`src/rtl/serial_negate_pkg.sv`:
```
`default_nettype none
// ============================================================================
// Module  : serial_negate_pkg
// Brief   : Shared state type and default width for the serial negate TX.
// Revision: 1.0 - initial release
// ============================================================================
package serial_negate_pkg;

    localparam int SNTX_DEFAULT_WIDTH = 8;

    typedef enum logic [1:0] {
        IDLE   = 2'd0,
        SHIFT  = 2'd1,
        PARITY = 2'd2
    } sntx_state_t;

endpackage
`default_nettype wire

```
`src/rtl/serial_negate_bit.sv`:
```
`default_nettype none
// ============================================================================
// Module  : serial_negate_bit
// Brief   : Serial two's-complement negation: seen_one flag and invert mux.
// Revision: 1.0 - initial release
// ============================================================================
module serial_negate_bit (
    input  logic clk,
    input  logic rst_n,
    input  logic clear,
    input  logic neg,
    input  logic bit_valid,
    input  logic raw_bit,
    output logic out_bit
);

    logic r_seen_one;

    // Clear wins over set so a back-to-back accept starts the new word fresh.
    always_ff @(posedge clk) begin
        if (!rst_n) begin
            r_seen_one <= 1'b0;
        end else if (clear) begin
            r_seen_one <= 1'b0;
        end else if (bit_valid && raw_bit) begin
            r_seen_one <= 1'b1;
        end
    end

    assign out_bit = bit_valid & (raw_bit ^ (neg & r_seen_one));

endmodule
`default_nettype wire

```
`src/rtl/serial_negate_tx.sv`:
```
`default_nettype none
// ============================================================================
// Module  : serial_negate_tx
// Brief   : Parallel-in, LSB-first serial transmitter with optional
//           two's-complement negation. Define SERIAL_NEGATE_TX_PARITY_EN to
//           append an even-parity bit to each frame.
// Revision: 1.0 - initial release
// ============================================================================
module serial_negate_tx
    import serial_negate_pkg::*;
#(
    parameter int WIDTH = SNTX_DEFAULT_WIDTH
) (
    input  logic             clk,
    input  logic             rst_n,
    input  logic [WIDTH-1:0] in_data,
    input  logic             in_neg,
    input  logic             in_valid,
    output logic             in_ready,
    output logic             ser_out,
    output logic             ser_valid,
    output logic             ser_last
);

    localparam int                c_cnt_w    = (WIDTH > 1) ? $clog2(WIDTH) : 1;
    localparam logic [c_cnt_w-1:0] c_last_idx = c_cnt_w'(WIDTH - 1);

    sntx_state_t        r_state;
    sntx_state_t        w_next_state;
    logic [WIDTH-1:0]   r_shift;
    logic [c_cnt_w-1:0] r_cnt;
    logic               r_neg;
    logic               w_accept;
    logic               w_last_data;
    logic               w_shift_valid;
    logic               w_bit;

    assign w_last_data = (r_state == SHIFT) && (r_cnt == c_last_idx);
    assign w_accept    = in_valid & in_ready & rst_n;

`ifdef SERIAL_NEGATE_TX_PARITY_EN
    logic r_parity;

    assign in_ready = (r_state == IDLE) || (r_state == PARITY);
    assign ser_out  = (r_state == PARITY) ? r_parity : w_bit;

    // Parity is accumulated over the bits as sent, i.e. after negation.
    always_ff @(posedge clk) begin
        if (!rst_n) begin
            r_parity <= 1'b0;
        end else if (w_accept) begin
            r_parity <= 1'b0;
        end else if (w_shift_valid) begin
            r_parity <= r_parity ^ w_bit;
        end
    end
`else
    assign in_ready = (r_state == IDLE) || w_last_data;
    assign ser_out  = w_bit;
`endif

    always_comb begin
        w_next_state  = r_state;
        ser_valid     = 1'b0;
        ser_last      = 1'b0;
        w_shift_valid = 1'b0;
        case (r_state)
            IDLE: begin
                if (w_accept) begin
                    w_next_state = SHIFT;
                end
            end
            SHIFT: begin
                ser_valid     = 1'b1;
                w_shift_valid = 1'b1;
                if (w_last_data) begin
`ifdef SERIAL_NEGATE_TX_PARITY_EN
                    w_next_state = PARITY;
`else
                    ser_last     = 1'b1;
                    w_next_state = w_accept ? SHIFT : IDLE;
`endif
                end
            end
            PARITY: begin
`ifdef SERIAL_NEGATE_TX_PARITY_EN
                ser_valid    = 1'b1;
                ser_last     = 1'b1;
                w_next_state = w_accept ? SHIFT : IDLE;
`else
                w_next_state = IDLE;
`endif
            end
            default: begin
                w_next_state = IDLE;
            end
        endcase
    end

    always_ff @(posedge clk) begin
        if (!rst_n) begin
            r_state <= IDLE;
            r_shift <= '0;
            r_cnt   <= '0;
            r_neg   <= 1'b0;
        end else begin
            r_state <= w_next_state;
            if (w_accept) begin
                r_shift <= in_data;
                r_neg   <= in_neg;
                r_cnt   <= '0;
            end else if (w_shift_valid) begin
                r_shift <= r_shift >> 1;
                r_cnt   <= w_last_data ? '0 : r_cnt + c_cnt_w'(1);
            end
        end
    end

    serial_negate_bit u_bit (
        .clk       (clk),
        .rst_n     (rst_n),
        .clear     (w_accept),
        .neg       (r_neg),
        .bit_valid (w_shift_valid),
        .raw_bit   (r_shift[0]),
        .out_bit   (w_bit)
    );

endmodule
`default_nettype wire

```
`config.mk`:
```
export PLATFORM = sky130hd
export DESIGN_NAME = serial_negate_tx
export DESIGN_NICKNAME = d
export VERILOG_FILES = /design/src/rtl/serial_negate_pkg.sv /design/src/rtl/serial_negate_bit.sv /design/src/rtl/serial_negate_tx.sv
export SDC_FILE = /design/constraint.sdc
export NUM_CORES = 1
export LEC_CHECK = 0
export BUFFER_PORTS_ARGS = -buffer_cell sky130_fd_sc_hd__buf_2
export CAP_MARGIN = 20
export CORE_MARGIN = 2
export CORE_UTILIZATION = 25
export CTS_BUF_LIST = sky130_fd_sc_hd__clkbuf_4 sky130_fd_sc_hd__clkbuf_8
export CTS_CLUSTER_DIAMETER = 50
export DETAILED_ROUTE_END_ITERATION = 6
export GPL_TIMING_DRIVEN = 1
export SYNTH_ARGS = -nofsm -noshare
export SYNTH_HDL_FRONTEND = slang
export SYNTH_SLANG_ARGS = --single-unit
```
`constraint.sdc`:
```
create_clock -name clk -period 3.4 [get_ports clk]
set_clock_uncertainty 0.2 [all_clocks]
set_input_delay 0.34 -clock clk [delete_from_list [all_inputs] [get_ports clk]]
set_output_delay 0.34 -clock clk [all_outputs]
set_load 0.02 [all_outputs]
```
======== Yosys cells after proc, flatten, opt, wreduce, memory -nomap -nowiden ========
Cells that the tools add are included.
Widths: inputs -> output; s select.
operators by class
  reduce and logical (&&, ||, !) cells .... 7
  bitwise logic cells ..................... 6
  muxes and demuxes ....................... 10
  add/subtract/negate cells ............... 1
  equal/unequal tests ..................... 4
operators by type and width
  cell                 number
  $mux 8               2
  $and 1x1->1          4
  $mux 1               4
  $mux 2               2
  $ne 2x2->1 const B   2
  $pmux 2 s2           1
  $add 3x1->3 const B  1
  $eq 3x3->1 const B   1
  $mux 3               1
  $eq 2x1->1 const B   1
  $logic_and 1x1->1    2
  $logic_not 2->1      1
  $reduce_and 2->1     1
  $reduce_bool 2->1    1
  $reduce_or 2->1      1
  $logic_or 1x1->1     1
  $not 1->1            1
  $xor 1x1->1          1
word-level totals
  input port bits ......................... 12
  output and inout port bits .............. 4
  register bits ........................... 15
  word-level logic and storage cells ...... 33

======== Depth between registers and ports, before layout ========
Gate-level depths: netlist of the first run.
  depth after elaboration ................. 8
  depth in mapped cells ................... 7
  gate-level depth less buffers ........... 6

======== Hierarchy ========
A second synthesis of the first run with hierarchy kept.
second synthesis, totals
  cell total of the unflattened synthesis .. 81
  area, all modules ....................... 763.2 um2
by module, submodules not included
  module             times used  cells each  sequential area each (um2)  area an instance (um2)
  serial_negate_tx   1           74          260.2                       701.9
  serial_negate_bit  1           7           20.0                        61.3

======== Worst setup path after synthesis of the first run ========
OpenSTA, ideal clock, no wires.
  kind .................................... reg-to-reg
  start point ............................. register r_cnt[0]
  end point ............................... register r_shift[0]
  arrival time ............................ 1484 ps
  period minus slack after synthesis ...... 1800 ps
  stages on the path, launching flop included .. 8
  required time ........................... 3083 ps
  setup time .............................. 117 ps
  setup slack ............................. 1600 ps
  buffers on the path ..................... 1
  cells stage by stage .................... dfxtp_1 -> ha_1 -> ha_1 -> and2b_4 -> inv_4 -> and2_4 -> buf_6 -> a22o_1
between the ends
  longest elaborated chain between the ends .. 6
  elaborated cells on any way between the ends .. 7
  those cells by class .................... eq/ne (1); mux (1); bitwise (2); reduce/logical (3)
ends and longest elaborated chain
  element                                      line                     source
  start, declared                              serial_negate_tx.sv:31   logic [c_cnt_w-1:0] r_cnt;
  start signal, assigned                       serial_negate_tx.sv:114  r_cnt <= w_last_data ? '0 : r_cnt + c_cnt_w'(1);
  $eq 3x3->1 (*)                               serial_negate_tx.sv:38   assign w_last_data = (r_state == SHIFT) && (r_cnt == c_last_idx);
  $logic_and 1x1->1 (*)                        serial_negate_tx.sv:38
  $logic_or 1x1->1 (*)                         serial_negate_tx.sv:58   assign in_ready = (r_state == IDLE) || w_last_data;
  via in_ready                                 serial_negate_tx.sv:19   output logic in_ready,
  $and 1x1->1 (*) (2 in a row)                 serial_negate_tx.sv:39   assign w_accept = in_valid & in_ready & rst_n;
  $mux 8 or $reduce_bool 2->1 (tied branches)  -
  end signal, assigned                         serial_negate_tx.sv:109  r_shift <= in_data;
  end signal, assigned                         serial_negate_tx.sv:113  r_shift <= r_shift >> 1;
  end, declared                                serial_negate_tx.sv:30   logic [WIDTH-1:0] r_shift;
Mark *: on every way through the listed nets, which the timed path passes. The rest lies on a longest branch.
A chain may end at the register's enable or synchronous reset.

======== Worst setup path after layout of the first run ========
  start point ............................. register r_cnt[0]
  end point ............................... output in_ready
between the ends
  longest elaborated chain between the ends .. 3
ends and longest elaborated chain
  element            line
  $eq 3x3->1         serial_negate_tx.sv:38
  $logic_and 1x1->1  serial_negate_tx.sv:38
  $logic_or 1x1->1   serial_negate_tx.sv:58
  end, declared      serial_negate_tx.sv:19
No other way between the ends.

==> results of run 1 <==
==> worst paths after layout <==
path                         start                       to  slack, ps
max reg2reg  r_cnt[0]$_SDFFE_PP0P_  r_shift[2]$_SDFFE_PN0P_       1610
max          r_cnt[0]$_SDFFE_PP0P_                 in_ready       1320
min                     in_data[0]  r_shift[0]$_SDFFE_PN0P_         80
min reg2reg     r_neg$_SDFFE_PN0P_       r_neg$_SDFFE_PN0P_        300
==> cells by family (layout without fill, tap and decap cells) <==
family                   count (synthesis)  after routing  share of synthesized area, %
AO/OA/AOI/OAI                           18             18                         16.08
XOR/XNOR                                 1              1                         1.237
adder cells (fa/ha/maj)                  2              2                         3.533
buffers and inverters                    7             21                         6.360
flip-flops                              14             14                         39.58
multiplexers                             6              6                         9.363
AND/OR/NAND/NOR                         30             30                         23.85
==> sequential cells by signal, indices dropped and copies added, names as in the netlist <==
register and flops:
r_shift 8, r_cnt 3, r_state 1, u_bit.r_seen_one 1
r_neg 1
==> per-stage QoR <==
stage | total power, uW | hold WS (ps)
after floorplan | 220.1 | 257.6
after global placement | 231.3 | 284.0
after detailed placement | 232.0 | 283.6
after CTS | 352.8 | 75.18
after global routing | 363.0 | 75.81
final | 346.0 | 84.84
==> power by group <==
group | total [uW] | internal, uW | switching, uW | leakage, uW
sequential | 182 | 174 | 8.87 | 0.000115
clock | 118 | 65.0 | 53.1 | 0.0000210
combinational | 45.4 | 23.9 | 21.5 | 0.000205
==> cell type report <==
| cell class | count | area share [%] |
|---|---|---|
| inverter | 2 | 1.216 |
| tap | 31 | 4.711 |
| multi-input combinational | 57 | 46.50 |
| clock buffer | 4 | 4.407 |
| sequential | 14 | 34.04 |
| timing repair buffer | 15 | 9.119 |
==> critical path: stages, from the launching register on <==
cell,delay [ps]
dfxtp_1,330
ha_1,190
ha_1,230
and2b_4,290
inv_4,60
buf_2,150
==> Yosys cell counts <==
master    number
inv_4          1
nand2_1        7
mux2_2         5
nor2b_1        3
clkbuf_1       2
mux2i_1        1
a21boi_0       2
inv_1          1
and2_1         3
ha_1           2
a22o_1         2
nor2_1         2
o211ai_1       1
and2b_4        1
a21oi_1        3
and2_0         1
o21ai_1        3
dfxtp_1       14
a31o_2         2
xnor2_1        1
and2_4         1
nand3_1        7
nor3b_1        5
buf_2          1
buf_6          2
o21ai_0        4
a31oi_1        1
==> layer usage <==
metal	vias to the layer above	share of wire (%)	GRT usage, %
li1	300	-	-
met1	264	50	11.75
met2	11	46	13.79
met3	2	3.4	2.041
met4	0	0.29	2.990
met5	-	0	0
==> impl_metrics.py, run 1 <==
metrics = {
    "sta": {
        "setup_tns_ps": 0,
        "rsz0062_at_grt": "false",
        "fin_ws_ps": 1324,
        "report.final.slew_viol_count": 0,
        "tightestPinTransition_ps": 647.1,
        "period_needed_ps": 2076,
        "slew-limit-headroom_pct": 56.80,
        "fin_crit_sh_pct": 61.05,
        "finalSetupViolCount": 0,
        "fmax_ghz": 0.4818,
        "hold_viol": 0,
    },
    "die": {
        "initial_core_util_pct": 25.90,
        "die_area_sq_um": 3275,
        "die_w_microns": 57.23,
        "die_h_microns": 57.23,
        "ios": 16,
        "rows": 19,
        "core_sq_um": 2734,
    },
    "finish": {
        "drive_gt1_share_pct": 31.52,
        "antenna_cells": 0,
        "final_cells": 123,
        "fin_nets": 107,
        "final_cell_mix": "buf_2 (15), dfxtp_1 (14), nand2_1 (7), nand3_1 (7)",
        "multi_input_area_sq_um": 382.9,
        "stdcell_area_sq_um": 823.3,
        "final_util_pct": 30.11,
        "filler_cell_count": 281,
        "final_common_cell": "buf_2",
        "syn2layout_area_growth_pct": 16.25,
        "register_area_sq_um": 280.3,
    },
    "route": {
        "drcViolationCount": 0,
        "wl_per_cell_microns": 11.06,
        "vias": 577,
        "drt_iter0_drc": 16,
        "firstDrtPassIters": 4,
        "postRouteAntennaNets": 0,
        "viasPerCell": 4.691,
        "wl_mm": 1.360,
    },
    "grt": {
        "grt_overflow": 0,
        "grt_max_degree": 21,
        "antenna_found_initial": 0,
        "track_usage_pct": 8.736,
        "grt_pass1_vias": 512,
        "grt_pass1_wl_mm": 2.208,
    },
    "flow_run": {
        "cap_violations": 0,
    },
    "power_and_ir_drop": {
        "vdd_drop_max_mv": 0.2360,
        "p_leak_uw": 0.0003405,
        "p_per_area_nw_per_um2": 420.2,
    },
    "worst_setup_path": {
        "crit_type": "reg2out",
        "path_max_fanout": 9,
        "end_kind": "output port",
        "start_kind": "register",
        "ff2ff_path_depth": 6,
        "worstPathArrival_ps": 1540,
        "required_ps": 2860,
    },
    "logic_synthesis": {
        "yosys.cell_types.count": 27,
        "synth-seq-cells": 14,
        "synth_area_leaders": "dfxtp_1 (40%), mux2_2 (8.0%), nor3b_1 (5.3%)",
        "synth-warning-count": 0,
        "netlist.top_cell.by_area": "dfxtp_1",
        "synth_cells": 78,
        "synth_area_per_cell_sq_um": 9.079,
        "netlist.area_leader.share_pct": 39.58,
        "synth_nets": 92,
        "synthesis.area_sq_um": 708.2,
        "ys_seq_area_share_pct": 39.58,
    },
    "min_path": {
        "holdPathStages": 2,
        "min_path_type": "in2reg",
    },
    "placement": {
        "io_buffer_count": 15,
        "pre_cts_ws_ps": 1634,
        "place_hpwl_mm": 1.020,
        "gp_congestion": 0.7277,
        "numPlacedInstances": 119,
        "detailed_place.area_sq_um": 787.0,
    },
    "outcome": {
        "status": "complete, no violations",
    },
    "clocking": {
        "cts.sinks": 14,
        "hold_buffers": 0,
        "path_clk_slew_ps": 80,
        "cts-root-buf": "clkbuf_4",
        "insertion_delay_ps": 270,
        "numCtsBuffers": 3,
        "htree_num_levels": 1,
        "cts_buffer_depth": 2,
        "cts_tree": "done",
        "cts_setup_buffers": 0,
        "cts_resized": 0,
    },
}
(Power assumes the default switching activity.)
==> inputs of run 2 (changes only) <==
clock period = 1.75 ns   (was 3.4 ns; I/O delays follow)
==> run 2 against run 1 <==
  * Flip-flop and latch count unchanged
  * Utilization increased by 6.8 points
  * Combinational power increased to 2.8 times the previous value
  * Worst setup slack got worse by 1300 ps
  * Non-clock buffer count increased by 16
  * Critical endpoint unchanged
  * Largest cell class unchanged
==> impl_metrics.py, run 2 (synthesis results as in run 1) <==
metrics = {
    "sta": {
        "tightestPinTransition_ps": 268.1,
        "setup_tns_ps": 0,
        "fin_crit_sh_pct": 99.79,
        "hold_viol": 0,
        "report.final.slew_viol_count": 0,
        "finalSetupViolCount": 0,
        "fin_ws_ps": 3.697,
        "fmax_ghz": 0.5726,
        "rsz0062_at_grt": "true",
        "period_needed_ps": 1746,
        "slew-limit-headroom_pct": 82.12,
    },
    "worst_setup_path": {
        "slowest_stage": "dfxtp_2",
        "crit_type": "reg2out",
        "end_kind": "output port",
        "path_common_cell": "ha_4",
        "start_kind": "register",
        "worstPathArrival_ps": 1370,
        "crit_chain": "ha_4, ha_4, and2b_4, inv_6, buf_6",
        "critPathMaxStageDelay_ps": 350,
        "path_max_fanout": 4,
        "required_ps": 1370,
    },
    "die": {
        "rows": 19,
        "die_h_microns": 57.23,
        "initial_core_util_pct": 25.90,
        "core_sq_um": 2734,
        "die_w_microns": 57.23,
        "ios": 16,
        "die_area_sq_um": 3275,
    },
    "power_and_ir_drop": {
        "comb_power_share_pct": 18.0,
        "switchingPower_uw": 170.3,
        "vdd_drop_max_mv": 0.4614,
        "switching_share_pct": 24.16,
        "p_per_area_nw_per_um2": 698.8,
        "finalPower_uw": 704.7,
        "internal-power_uw": 534.4,
        "power.clock.fraction_pct": 32.5,
        "seqPwrFrac_pct": 49.5,
        "p_leak_uw": 0.0004137,
    },
    "route": {
        "postRouteAntennaNets": 0,
        "drcViolationCount": 0,
        "vias": 642,
        "drt_iter0_drc": 7,
        "wl_per_cell_microns": 11.44,
        "wl_mm": 1.590,
        "viasPerCell": 4.619,
        "firstDrtPassIters": 5,
    },
    "grt": {
        "grt_overflow": 0,
        "grt-busiest-layer": "met2",
        "gr-usage-met3_pct": 2.948,
        "track_usage_pct": 10.91,
        "grt_pass1_vias": 648,
        "met2_usage_pct": 18.56,
        "met1_usage_pct": 13.60,
        "grt_max_degree": 16,
        "antenna_found_initial": 0,
        "grt_pass1_wl_mm": 2.780,
    },
    "clocking": {
        "cts.sinks": 14,
        "cts_buffer_depth": 2,
        "numCtsBuffers": 3,
        "insertion_delay_ps": 280,
        "htree_num_levels": 1,
        "cts-root-buf": "clkbuf_4",
        "cts_tree": "done",
        "path_clk_slew_ps": 90,
    },
    "finish": {
        "filler_cell_count": 267,
        "antenna_cells": 0,
        "drive_gt1_share_pct": 38.89,
        "syn2layout_area_growth_pct": 42.40,
        "final_cells": 139,
        "largest_reg_flops": 8,
        "stdcell_area_sq_um": 1008,
        "fin_nets": 123,
        "largestRegisters": "r_shift x8, r_cnt x3",
        "largest-register": "r_shift",
        "final_common_cell": "buf_2",
        "final_cell_mix": "buf_2 (13), dfxtp_1 (12), dlygate4sd3_1 (8), buf_4 (8)",
    },
    "min_path": {
        "min_path_type": "in2reg",
    },
    "placement": {
        "pre_cts_ws_ps": 25.83,
        "numPlacedInstances": 122,
        "detailed_place.area_sq_um": 817.0,
        "io_buffer_count": 15,
        "place_hpwl_mm": 1.087,
        "gp_congestion": 0.7427,
    },
    "outcome": {
        "status": "complete, no violations",
    },
    "flow_run": {
        "cap_violations": 0,
    },
}
==> run 2: cell types whose count changed in the layout (fill, tap and decap cells not counted), moves of 2 or more <==
cell and change:
buf_2 -2, buf_4 +8, buf_6 +2, dfxtp_1 -2
dfxtp_2 +2, dlygate4sd3_1 +8, ha_1 -2, ha_4 +2
==> run 2: critical path, delay by kind of cell, from the launching register on <==
family                   cells  cell delay [ps]
AND/OR/NAND/NOR              1              270
adder cells (fa/ha/maj)      2              310
flip-flops                   1              350
buffers and inverters        2              160
==> run 2: area by class of cell <==
| class | count | area (sq um) | share of cell area [%] |
|---|---|---|---|
| clock buffers | 4 | 36.28 | 3.598 |
| inverters | 2 | 12.51 | 1.241 |
| multi-input cells | 57 | 410.4 | 40.69 |
| flip-flops and latches | 14 | 282.8 | 28.04 |
| well taps | 31 | 38.79 | 3.846 |
| repair buffers | 31 | 227.7 | 22.58 |
==> run 2: timing repair <==
action / in CTS / in global routing
endpoints found under the hold margin: 8 / 0
setup endpoints to repair: 1 / 2
gates resized for setup: 8 / 1
buffers inserted: 5 / 0
pin swaps: 1 / 0
hold buffers: 8 / 0
==> run 2: final timing paths <==
check,end,slack [ps],startpoint,cells after the start
setup / recovery,in_ready,4,r_cnt[0]$_SDFFE_PP0P_,5
hold / removal,r_shift[7]$_SDFFE_PN0P_,60,in_data[7],4
setup reg to reg,r_shift[2]$_SDFFE_PN0P_,90,r_cnt[0]$_SDFFE_PP0P_,6
hold reg to reg,r_neg$_SDFFE_PN0P_,300,r_neg$_SDFFE_PN0P_,2
==> run 2: metal layers <==
layer  share of wire (%)  routed length, microns
met2                  49                     779
met4                   0                       0
met1                  47                     747
met5                   0                       0
met3                 4.0                      63
==> run 2: power groups by stage <==
stage               Sequential, uW  Clock [uW]  Combinational (uW)
finish                         349         229                 127
global route                   352         252                 140
CTS                            349         238                 126
detailed placement             355           0                 102
global placement               354           0                 101
floorplan                      354           0                74.8
==> run 2: stage by stage <==
stage	hold slack, ps	util, %
after floorplan	105.4	-
after global placement	192.7	29.89
after detailed placement	199.9	29.89
after CTS	49.69	36.80
after global routing	58.46	36.89
final	55.08	36.89
